### src/rtl/uart_pkg.sv
// Shared definitions for the UART receiver: baud divisors, FSM states and parity helper.
// Divisors are tabulated for 16x oversampling and rescaled for other ratios.
package uart_pkg;

    localparam int DIV_W = 14;

    localparam logic [DIV_W-1:0] DIV_TABLE [0:7] = '{
        14'd10417, 14'd2604, 14'd651, 14'd326, 14'd163, 14'd81, 14'd54, 14'd27
    };

    typedef enum logic [2:0] {
        ST_IDLE,
        ST_START,
        ST_DATA,
        ST_PARITY,
        ST_STOP,
        ST_WAIT_IDLE
    } rx_state_e;

    // Rescale to the actual oversample ratio, saturating to what the 14-bit counter can hold.
    function automatic logic [DIV_W-1:0] div_lookup(input logic [2:0] sel, input int oversample);
        int scaled;
        scaled = (int'(DIV_TABLE[sel]) * 16) / oversample;
        if (scaled > (1 << DIV_W) - 1) scaled = (1 << DIV_W) - 1;
        if (scaled < 2) scaled = 2;
        return DIV_W'(scaled);
    endfunction

    function automatic logic even_parity(input logic [8:0] data);
        return ^data;
    endfunction

endpackage

### src/rtl/uart_rx_tick_gen.sv
// Oversample tick generator: down-counter reloading with DIV-1, one-clk tick at zero.
// Held at the reload value while disabled so the first tick lands one full period after enable.
module uart_rx_tick_gen
    import uart_pkg::*;
#(
    parameter int OVERSAMPLE = 16
) (
    input  logic       clk,
    input  logic       reset,
    input  logic       enable,
    input  logic [2:0] baud_sel,
    output logic       tick
);

    logic [DIV_W-1:0] cnt_q;
    logic [DIV_W-1:0] cnt_d;
    logic [DIV_W-1:0] reload;

    always_comb begin
        reload = div_lookup(baud_sel, OVERSAMPLE) - 1'b1;
        tick   = enable && (cnt_q == '0);
        if (!enable || tick) begin
            cnt_d = reload;
        end else begin
            cnt_d = cnt_q - 1'b1;
        end
    end

    always_ff @(posedge clk) begin
        if (reset) begin
            cnt_q <= '0;
        end else begin
            cnt_q <= cnt_d;
        end
    end

endmodule

### src/rtl/uart_receiver_param.sv
// Parametrised UART receiver with 3-sample majority voting, optional parity and 1-2 stop bits.
// Flags pulse one clk after the last stop-bit vote; no backpressure, baud_select frozen per frame.
module uart_receiver_param
    import uart_pkg::*;
#(
    parameter int DATA_BITS  = 8,
    parameter int PARITY_EN  = 1,
    parameter int PARITY_ODD = 0,
    parameter int STOP_BITS  = 1,
    parameter int OVERSAMPLE = 16
) (
    input  logic                 clk,
    input  logic                 reset,
    input  logic [2:0]           baud_select,
    input  logic                 RX_EN,
    input  logic                 RxD,
    output logic [DATA_BITS-1:0] Rx_DATA,
    output logic                 Rx_VALID,
    output logic                 Rx_FERROR,
    output logic                 Rx_PERROR
);

    localparam int            TW        = $clog2(OVERSAMPLE);
    localparam logic [TW-1:0] T_LO      = TW'(OVERSAMPLE / 2 - 1);
    localparam logic [TW-1:0] T_MID     = TW'(OVERSAMPLE / 2);
    localparam logic [TW-1:0] T_HI      = TW'(OVERSAMPLE / 2 + 1);
    localparam logic [TW-1:0] T_LAST    = TW'(OVERSAMPLE - 1);
    localparam logic [3:0]    LAST_DATA = 4'(DATA_BITS - 1);
    localparam logic [3:0]    LAST_STOP = 4'(STOP_BITS - 1);
    localparam logic          PAR_ODD   = (PARITY_ODD != 0);

    rx_state_e            state_q, state_d;
    logic                 sync1_q, sync1_d, rxs_q, rxs_d, rxs_prev_q, rxs_prev_d;
    logic [2:0]           baud_q, baud_d;
    logic [TW-1:0]        tcnt_q, tcnt_d;
    logic [3:0]           bcnt_q, bcnt_d;
    logic                 s0_q, s0_d, s1_q, s1_d;
    logic [DATA_BITS-1:0] shift_q, shift_d, data_q, data_d;
    logic                 par_err_q, par_err_d, stop_err_q, stop_err_d;
    logic                 valid_q, valid_d, ferr_q, ferr_d, perr_q, perr_d;

    logic          tick, tick_en, vote, vote_now, bit_end, stop_bad;
    logic [TW-1:0] tcnt_inc;
    logic [2:0]    tick_baud;

    // While idle the divider tracks the live select so a new frame starts at the new rate.
    assign tick_en   = (state_q != ST_IDLE);
    assign tick_baud = (state_q == ST_IDLE) ? baud_select : baud_q;

    uart_rx_tick_gen #(.OVERSAMPLE(OVERSAMPLE)) u_tick_gen (
        .clk      (clk),
        .reset    (reset),
        .enable   (tick_en),
        .baud_sel (tick_baud),
        .tick     (tick)
    );

    always_comb begin
        sync1_d    = RxD;
        rxs_d      = sync1_q;
        rxs_prev_d = rxs_q;
        state_d    = state_q;
        baud_d     = baud_q;
        tcnt_d     = tcnt_q;
        bcnt_d     = bcnt_q;
        s0_d       = s0_q;
        s1_d       = s1_q;
        shift_d    = shift_q;
        par_err_d  = par_err_q;
        stop_err_d = stop_err_q;
        data_d     = data_q;
        valid_d    = 1'b0;
        ferr_d     = 1'b0;
        perr_d     = 1'b0;

        tcnt_inc = (tcnt_q == T_LAST) ? '0 : tcnt_q + 1'b1;
        bit_end  = tick && (tcnt_q == T_LAST);
        vote_now = tick && (tcnt_inc == T_HI);
        vote     = (s0_q & s1_q) | (s0_q & rxs_q) | (s1_q & rxs_q);
        stop_bad = stop_err_q | ~vote;

        if (tick && state_q != ST_IDLE && state_q != ST_WAIT_IDLE) begin
            tcnt_d = tcnt_inc;
            if (tcnt_inc == T_LO)  s0_d = rxs_q;
            if (tcnt_inc == T_MID) s1_d = rxs_q;
        end

        case (state_q)
            ST_IDLE: begin
                if (RX_EN && rxs_prev_q && !rxs_q) begin
                    state_d    = ST_START;
                    baud_d     = baud_select;
                    tcnt_d     = '0;
                    bcnt_d     = '0;
                    par_err_d  = 1'b0;
                    stop_err_d = 1'b0;
                end
            end
            ST_START: begin
                if (vote_now && vote) begin
                    state_d = ST_IDLE;
                end else if (bit_end) begin
                    state_d = ST_DATA;
                    bcnt_d  = '0;
                end
            end
            ST_DATA: begin
                if (vote_now) shift_d = {vote, shift_q[DATA_BITS-1:1]};
                if (bit_end) begin
                    if (bcnt_q == LAST_DATA) begin
                        state_d = (PARITY_EN != 0) ? ST_PARITY : ST_STOP;
                        bcnt_d  = '0;
                    end else begin
                        bcnt_d = bcnt_q + 1'b1;
                    end
                end
            end
            ST_PARITY: begin
                if (vote_now) par_err_d = vote ^ even_parity(9'(shift_q)) ^ PAR_ODD;
                if (bit_end) begin
                    state_d = ST_STOP;
                    bcnt_d  = '0;
                end
            end
            ST_STOP: begin
                if (vote_now) begin
                    if (bcnt_q == LAST_STOP) begin
                        data_d  = shift_q;
                        ferr_d  = stop_bad;
                        perr_d  = par_err_q;
                        valid_d = ~stop_bad & ~par_err_q;
                        state_d = stop_bad ? ST_WAIT_IDLE : ST_IDLE;
                        tcnt_d  = '0;
                    end else begin
                        stop_err_d = stop_bad;
                    end
                end else if (bit_end) begin
                    bcnt_d = bcnt_q + 1'b1;
                end
            end
            ST_WAIT_IDLE: begin
                // A break must release for a whole bit before another start edge is trusted.
                if (!rxs_q) begin
                    tcnt_d = '0;
                end else if (tick) begin
                    if (tcnt_q == T_LAST) begin
                        state_d = ST_IDLE;
                        tcnt_d  = '0;
                    end else begin
                        tcnt_d = tcnt_q + 1'b1;
                    end
                end
            end
            default: state_d = ST_IDLE;
        endcase

        if (!RX_EN) begin
            state_d = ST_IDLE;
            data_d  = data_q;
            valid_d = 1'b0;
            ferr_d  = 1'b0;
            perr_d  = 1'b0;
        end
    end

    always_ff @(posedge clk) begin
        if (reset) begin
            state_q    <= ST_IDLE;
            sync1_q    <= 1'b1;
            rxs_q      <= 1'b1;
            rxs_prev_q <= 1'b1;
            baud_q     <= '0;
            tcnt_q     <= '0;
            bcnt_q     <= '0;
            s0_q       <= 1'b0;
            s1_q       <= 1'b0;
            shift_q    <= '0;
            par_err_q  <= 1'b0;
            stop_err_q <= 1'b0;
            data_q     <= '0;
            valid_q    <= 1'b0;
            ferr_q     <= 1'b0;
            perr_q     <= 1'b0;
        end else begin
            state_q    <= state_d;
            sync1_q    <= sync1_d;
            rxs_q      <= rxs_d;
            rxs_prev_q <= rxs_prev_d;
            baud_q     <= baud_d;
            tcnt_q     <= tcnt_d;
            bcnt_q     <= bcnt_d;
            s0_q       <= s0_d;
            s1_q       <= s1_d;
            shift_q    <= shift_d;
            par_err_q  <= par_err_d;
            stop_err_q <= stop_err_d;
            data_q     <= data_d;
            valid_q    <= valid_d;
            ferr_q     <= ferr_d;
            perr_q     <= perr_d;
        end
    end

    assign Rx_DATA   = data_q;
    assign Rx_VALID  = valid_q;
    assign Rx_FERROR = ferr_q;
    assign Rx_PERROR = perr_q;

endmodule
### config.mk
export PLATFORM = sky130hd
export DESIGN_NAME = uart_receiver_param
export DESIGN_NICKNAME = d
export VERILOG_FILES = /design/src/rtl/uart_pkg.sv /design/src/rtl/uart_rx_tick_gen.sv /design/src/rtl/uart_receiver_param.sv
export SDC_FILE = /design/constraint.sdc
export NUM_CORES = 1
export LEC_CHECK = 0
export CAP_MARGIN = 20
export CORE_UTILIZATION = 61
export CTS_CLUSTER_SIZE = 25
export DETAILED_ROUTE_END_ITERATION = 8
export DONT_BUFFER_PORTS = 1
export PLACE_DENSITY = 0.77
export SETUP_SLACK_MARGIN = 0.5
export SLEW_MARGIN = 0
export SYNTH_ARGS = -nofsm -noshare
export SYNTH_HDL_FRONTEND = slang
export SYNTH_SLANG_ARGS = --single-unit
### constraint.sdc
create_clock -name clk -period 7.85 [get_ports clk]
set_input_delay 1.57 -clock clk [delete_from_list [all_inputs] [get_ports clk]]
set_output_delay 1.57 -clock clk [all_outputs]
set_load 0.005 [all_outputs]
==> After elaboration in Yosys (flattened, before gate mapping) <==
Memory sizes are Yosys's and may differ from the RTL's.
Cells that the tools add are included.
W data, S select, Z words.
{ "classes": {"addsub": 4, "n_mul": 0, "div": 0, "n_lt_le_gt_ge": 3, "n_eq_ne": 26, "shift": 0, "n_mux": 41, "n_bitwise": 16, "n_reduce_logical": 30} }
{ "ops": {"columns": ["cell", "n"], "rows": [
  ["$mux W14", 5],
  ["$mux W4", 14],
  ["$mux W3", 13],
  ["$sub A14 B1 Y14 const B", 2],
  ["$ne A2 B2 Y1 const B", 13],
  ["$pmux W4 S5", 1],
  ["$pmux W3 S6", 1],
  ["$gt A14 B14 Y1 const B", 1],
  ["$logic_not A14 Y1", 1],
  ["$lt A14 B2 Y1 const B", 1],
  ["$eq A4 B4 Y1 const B", 3],
  ["$pmux W4 S3", 1],
  ["$reduce_and A10 Y1", 1],
  ["$reduce_xor A9 Y1", 1],
  ["$add A4 B1 Y4 const B", 2],
  ["$eq A4 B3 Y1 const B", 2],
  ["$logic_and A1 B1 Y1", 8],
  ["$reduce_and A2 Y1", 4],
  ["$reduce_and A4 Y1", 2],
  ["$not A1 Y1", 7],
  ["$eq A3 B2 Y1 const B", 2],
  ["$eq A3 B3 Y1 const B", 2],
  ["$ne A3 B3 Y1 const B", 2],
  ["$reduce_and A6 Y1", 1],
  ["other kinds (19)", 30]
]} }
{ "word_totals": {"register_bits": 54, "latchBits": 0, "mem_bits_rw": 0, "romBits": 112, "in_bits": 7, "n_memories": 1} }
{ "memory_table": {"columns": ["memory", "words", "word_bits", "read_ports", "rd_ports_with_merged_regs", "wr", "line", "source"], "rows": [
  ["(no name shown)", 8, 14, 1, 0, 0, "uart_pkg.sv:23", "scaled = (int'(DIV_TABLE[sel]) * 16) / oversample;"]
]} }

==> Logic depth before layout (Yosys ltp) <==
{ "logic_depth": {"ltp_word": 12, "depth_mapped": 13, "ltp_nobuf": 11} }

==> Cells and area by module <==
Synthesis repeated with hierarchy kept, for this count alone.
{ "unflattened": {"cells_unflattened": 373, "area_unflattened_um2": 3193.1} }
{ "by_module_without_submodules": {"columns": ["mod", "instances", "cells_per_inst", "area_each_um2", "seq_area_each_um2"], "rows": [
  ["uart_receiver_param", 1, 237, 2093.3, 800.8],
  ["uart_rx_tick_gen", 1, 136, 1099.8, 280.3]
]} }

==> Worst setup path after synthesis <==
OpenSTA, ideal clock, no wires.
{ "synth_timing": {"path_kind": "input -> register", "from": "input baud_select[2]", "to": "register u_tick_gen.cnt_q[6]", "setup_ns": 0.071, "arrival_time_ns": 3.747, "required_ns": 7.779, "slack_ns": 4.033, "cell_stages": 10, "path_cell_list": "buf_2 > nor4b_1 > a21o_4 > a2111oi_0 > a21oi_1 > ha_1 > o31a_1 > and4_1 > or4_1 > a21oi_1"} }
{ "synth_via": {"elab_chain_cells": 11} }
{ "synth_lines": {"columns": ["element", "line", "source"], "rows": [
  ["start, declared", "uart_receiver_param.sv:14", "input logic [2:0] baud_select,"],
  ["$mux W3 *", "uart_receiver_param.sv:48", "assign tick_baud = (state_q == ST_IDLE) ? baud_select : baud_q;"],
  ["$not A3 Y4 (implied by the code) *", "uart_pkg.sv:23", null],
  ["$mem_v2 Z8 W14 *", null, null],
  ["$mux W14 (implied by the code) * (2 in a row)", "uart_pkg.sv:23", null],
  ["$gt A14 B14 Y1", "uart_pkg.sv:24", "if (scaled > (1 << DIV_W) - 1) scaled = (1 << DIV_W) - 1;"],
  ["$mux W14 *", "uart_pkg.sv:24", null],
  ["$lt A14 B2 Y1", "uart_pkg.sv:25", "if (scaled < 2) scaled = 2;"],
  ["$mux W14 *", "uart_pkg.sv:25", null],
  ["$sub A14 B1 Y14 *", "uart_rx_tick_gen.sv:20", "reload = div_lookup(baud_sel, OVERSAMPLE) - 1'b1;"],
  ["$mux W14 *", "uart_rx_tick_gen.sv:22", "if (!enable || tick) begin"],
  ["end signal, assigned", "uart_rx_tick_gen.sv:33", "cnt_q <= cnt_d;"],
  ["end, declared", "uart_rx_tick_gen.sv:15", "logic [DIV_W-1:0] cnt_q;"]
]} }
Every way passes the cells marked *; elsewhere a longest branch is shown, timed or not. The select of a mux whose other input is x is not followed.
A chain may end at the register's enable or synchronous reset.

==> Worst setup path after layout <==
{ "layout_timing": {"from": "register state_q[2]", "to": "register u_tick_gen.cnt_q[6]"} }
{ "layout_via": {"elab_chain_cells": 12} }
{ "layout_lines": {"columns": ["element", "line", "source"], "rows": [
  ["start, declared", "uart_receiver_param.sv:32", "rx_state_e state_q, state_d;"],
  ["start signal, assigned", "uart_receiver_param.sv:185", "state_q <= state_d;"],
  ["$logic_not A3 Y1", "uart_receiver_param.sv:48", null],
  ["$mux W3", "uart_receiver_param.sv:48", null],
  ["$not A3 Y4 (implied by the code)", "uart_pkg.sv:23", null],
  ["$mem_v2 Z8 W14", null, null],
  ["$mux W14 (implied by the code) (2 in a row)", "uart_pkg.sv:23", null],
  ["$gt A14 B14 Y1", "uart_pkg.sv:24", null],
  ["$mux W14", "uart_pkg.sv:24", null],
  ["$lt A14 B2 Y1", "uart_pkg.sv:25", null],
  ["$mux W14", "uart_pkg.sv:25", null],
  ["$sub A14 B1 Y14", "uart_rx_tick_gen.sv:20", null],
  ["$mux W14 *", "uart_rx_tick_gen.sv:22", null]
]} }
Marks and branches as above.

==> run_results.csv <==
group,metric,value,unit
die,die_area,5610,µm²
critical_path,cp_max_fo,24,
synth,synth_top_family_by_area,"simple AND/OR/NAND/NOR gates",
clocking,post_cts_buffers,0,
synth,synth_top_flop_cell,"dfxtp_1",
routing,antenna_left,0,
synth,ys_ff_latch,54,
clocking,cts_tree,"done",
clocking,cts_max_path_buffers,2,
die,core_area,5110,µm²
routing,routed_wl,7160,µm
grt,antenna_found_initial,0,
hold_path,hold_start,"rxs_d",
synth,synthMuxAreaShare,6.18,%
critical_path,crit_arrival,3.85,ns
synth,synth_nets,408,
clocking,ctsRootBufferMaster,"clkbuf_8",
final_layout,nNetsFinal,397,
sta,fin_skew,0.00710,ns
clocking,cts.sinks,54,
clocking,clk_latency,0.31,ns
critical_path,critPathBufInv,0,
synth,synth_cells,391,
sta,min_period,3.59,ns
routing,dr.pass1.iters,5,
synth,synth_warnings,0,
critical_path,startpoint_type,"flop",
hold_path,hold_path_class,"reg -> reg",
final_layout,syn_to_final_growth,3.48,%
grt,grt.overflow.total,0,
routing,detail_route.iter0.violations,151,
critical_path,max_stage_delay,0.71,ns
synth,synth_edf_count,0,
critical_path,worstPathCellList,"or3_1 -> o21ai_0 -> o22ai_1 -> a22oi_1 -> ha_1 -> o31a_1 -> and4_1 -> or4_1 -> a21oi_1",
pwr,ir_drop,0.121,mV
clocking,holdBufCountCts,0,
pwr,internal_power,372,µW
die,die_h,74.9,µm
die,initial_core_util,63.4,%
synth,synthSimpleGateAreaFrac,24.9,%
final_layout,drive_gt1_share,7.87,%
routing,viasPerCell,6.24,
sta,period_share,45.8,%
synth,post_synth_num_cell_types,68,
outcome,outcome,"finished, final reports clean",
die,dieWidth,74.9,µm
synth,synth-compound-area-share,22.2,%
synth,synthArstFlopShare,0,%
synth,synth-xor-area-share,4.86,%
synth,yosysMostFrequentCell,"dfxtp_1",
die,io_pins,18,
sta,tightest_slew,0.771,ns
hold_path,worst_hold_path.endpoint,"rxs_prev_d",
hold_path,min_path_cells,1,
pwr,pwr-share-comb,11.8,%
pwr,p_sw,144,µW
grt,grt_pass1_vias,2626,
sta,hold_violations,0,
grt,grt_pass1_wl,11900,µm
sta,fmax,278,MHz
pwr,p_seq_share,55.9,%
synth,synthTopCellsByArea,"dfxtp_1 33%, mux2i_1 5.3%, nor2_1 4.3%, nand2_1 3.9%, ha_1 3.9%",
routing,vias,2815,
clocking,numCtsBuffers,5,
routing,drc,0,
place,dp_hpwl,5220,µm
sta,setup_viol,0,
place,dpl_cell_area,3260,µm²
sta,rsz0062_at_grt,"false",
sta,finalSetupTns,0,ns
synth,yosys-top-cells-count,"54 x dfxtp_1, 37 x nor2_1, 34 x nand2_1, 21 x a21oi_1",
critical_path,end_kind,"flop",
sta,relSlewSlack,48.6,%
pwr,p_sw_share,27.9,%
routing,wl_per_cell,15.9,µm
clocking,h-tree-depth,2,
pwr,powerDensity,154,nW/µm²
critical_path,critPathTopFamily,"simple AND/OR/NAND/NOR gates",
critical_path,critPathSlowestCell,"dfxtp_1",
place,port-buffer-count,0,
run,maxCapViolations,0,
critical_path,reg2reg_from,"state_q[2]",
pwr,pwr-share-clk,32.3,%
clocking,cts.clk_slew.worst_paths,0.11,ns
synth,synth_top_area_share,33.4,%
final_layout,fin_area,3350,µm²
synth,syn_area,3240,µm²
pwr,leakage,0.00127,µW
place,routabilityCongestion,0.925,
critical_path,path_class,"reg -> reg",
clocking,cts_resized,0,
critical_path,r2r_cells,9,
synth,yosys.area.top_type,"dfxtp_1",
grt,grt_max_degree,46,
final_layout,n_antenna_cell,0,
synth,synth-seq-area-share,33.4,%
critical_path,rrSetupSlack,4.26,ns
grt,grt_usage,27.2,%
synth,avgSynthCellArea,8.29,µm²
die,rows,26,
critical_path,timing.rr.end,"u_tick_gen.cnt_q[6]",
synth,synthAdderAreaFrac,3.86,%
sta,slew_violations,0,
critical_path,cp.required,8.10,ns
## area by class of cell
| cell class | instances | area [µm²] |
|---|---|---|
| fillers | 451 | 1750 |
| multi-input cells | 300 | 2010 |
| repair buffers | 2 | 15.0 |
| clock buffers | 5 | 68.8 |
| clock inverters | 3 | 28.8 |
| flip-flops and latches | 54 | 1080 |
| well taps | 70 | 87.6 |
| inverters | 17 | 63.8 |
## state kept, by name (all words and copies together) (netlist names), 3 cells and up
register / cells
u_tick_gen.cnt_q: 14
Rx_DATA: 8
shift_q: 8
bcnt_q: 4
tcnt_q: 4
baud_q: 3
state_q: 3
## per-layer routing
metal	global-route usage (%)	vias to the layer above	wire, µm
li1	-	1385	-
met1	34.7	1322	3200
met2	45.4	86	3400
met3	5.09	22	343
met4	10.9	0	220
met5	0	-	0
## power by group through the flow
stage          clock network [µW]  logic, µW  registers, µW
2_1_floorplan                   0       53.2            291
3_3_place_gp                    0       58.6            295
3_5_place_dp                    0       59.7            295
4_1_cts                       170       60.1            289
5_1_grt                       179       66.9            290
6_report                      167       60.8            289
## cells by family (layout without fill, tap and decap cells)
logic type / count (synthesis) / in the layout
muxes: 19 / 19
buffers and inverters: 37 / 27
adders and majority gates: 10 / 10
AOI/OAI and AO/OA: 101 / 101
DFF: 54 / 54
and+or+nand+nor: 152 / 152
xor gates and xnor gates: 18 / 18
## worst max path at each step
stage              startpoint             endpoint  slack [ns]  cells after the start
2_1_floorplan  baud_select[2]  u_tick_gen.cnt_q[6]        4.03                     10
3_3_place_gp   baud_select[2]  u_tick_gen.cnt_q[6]        4.05                      9
3_5_place_dp   baud_select[0]  u_tick_gen.cnt_q[6]        3.99                     10
4_1_cts        baud_select[0]  u_tick_gen.cnt_q[6]        4.31                     10
5_1_grt            state_q[2]  u_tick_gen.cnt_q[6]        4.01                      9
6_report           state_q[2]  u_tick_gen.cnt_q[6]        4.26                      9
## per-stage QoR
stage | setup WS, ns | power (µW) | utilization, % | cells | hold slack (ns)
after floorplan | 4.03 | 345 | - | 391 | 0.389
after global placement | 4.05 | 353 | 63.7 | 443 | 0.395
after detailed placement | 3.99 | 354 | 63.7 | 443 | 0.395
after CTS | 4.31 | 519 | 65.7 | 451 | 0.423
after global routing | 4.01 | 536 | 65.7 | 451 | 0.443
final | 4.26 | 516 | 65.7 | 451 | 0.420
## layout by cell type (no fill, tap or decap), drive strengths merged, types with 3 or more instances in the layout
| cell type | count |
|---|---|
| nor2 | 38 |
| or2 | 6 |
| ha | 10 |
| and3 | 5 |
| and2 | 5 |
| nor3 | 8 |
| xor2 | 5 |
| a211oi | 9 |
| o21a | 3 |
| nand2b | 3 |
| mux2i | 17 |
| o21ai | 21 |
| nor2b | 4 |
| nor4 | 7 |
| clkinv | 3 |
| clkbuf | 5 |
| a21o | 7 |
| or3 | 6 |
| inv | 17 |
| a31oi | 3 |
| o211ai | 4 |
| nand3 | 12 |
| a2111oi | 3 |
| nand4 | 3 |
| o221ai | 3 |
| a21boi | 5 |
| nand4b | 3 |
| nand2 | 34 |
| a21oi | 21 |
| xnor2 | 13 |
| dfxtp | 54 |
| nor3b | 7 |
Note: power is estimated with default switching activity, not from simulation.
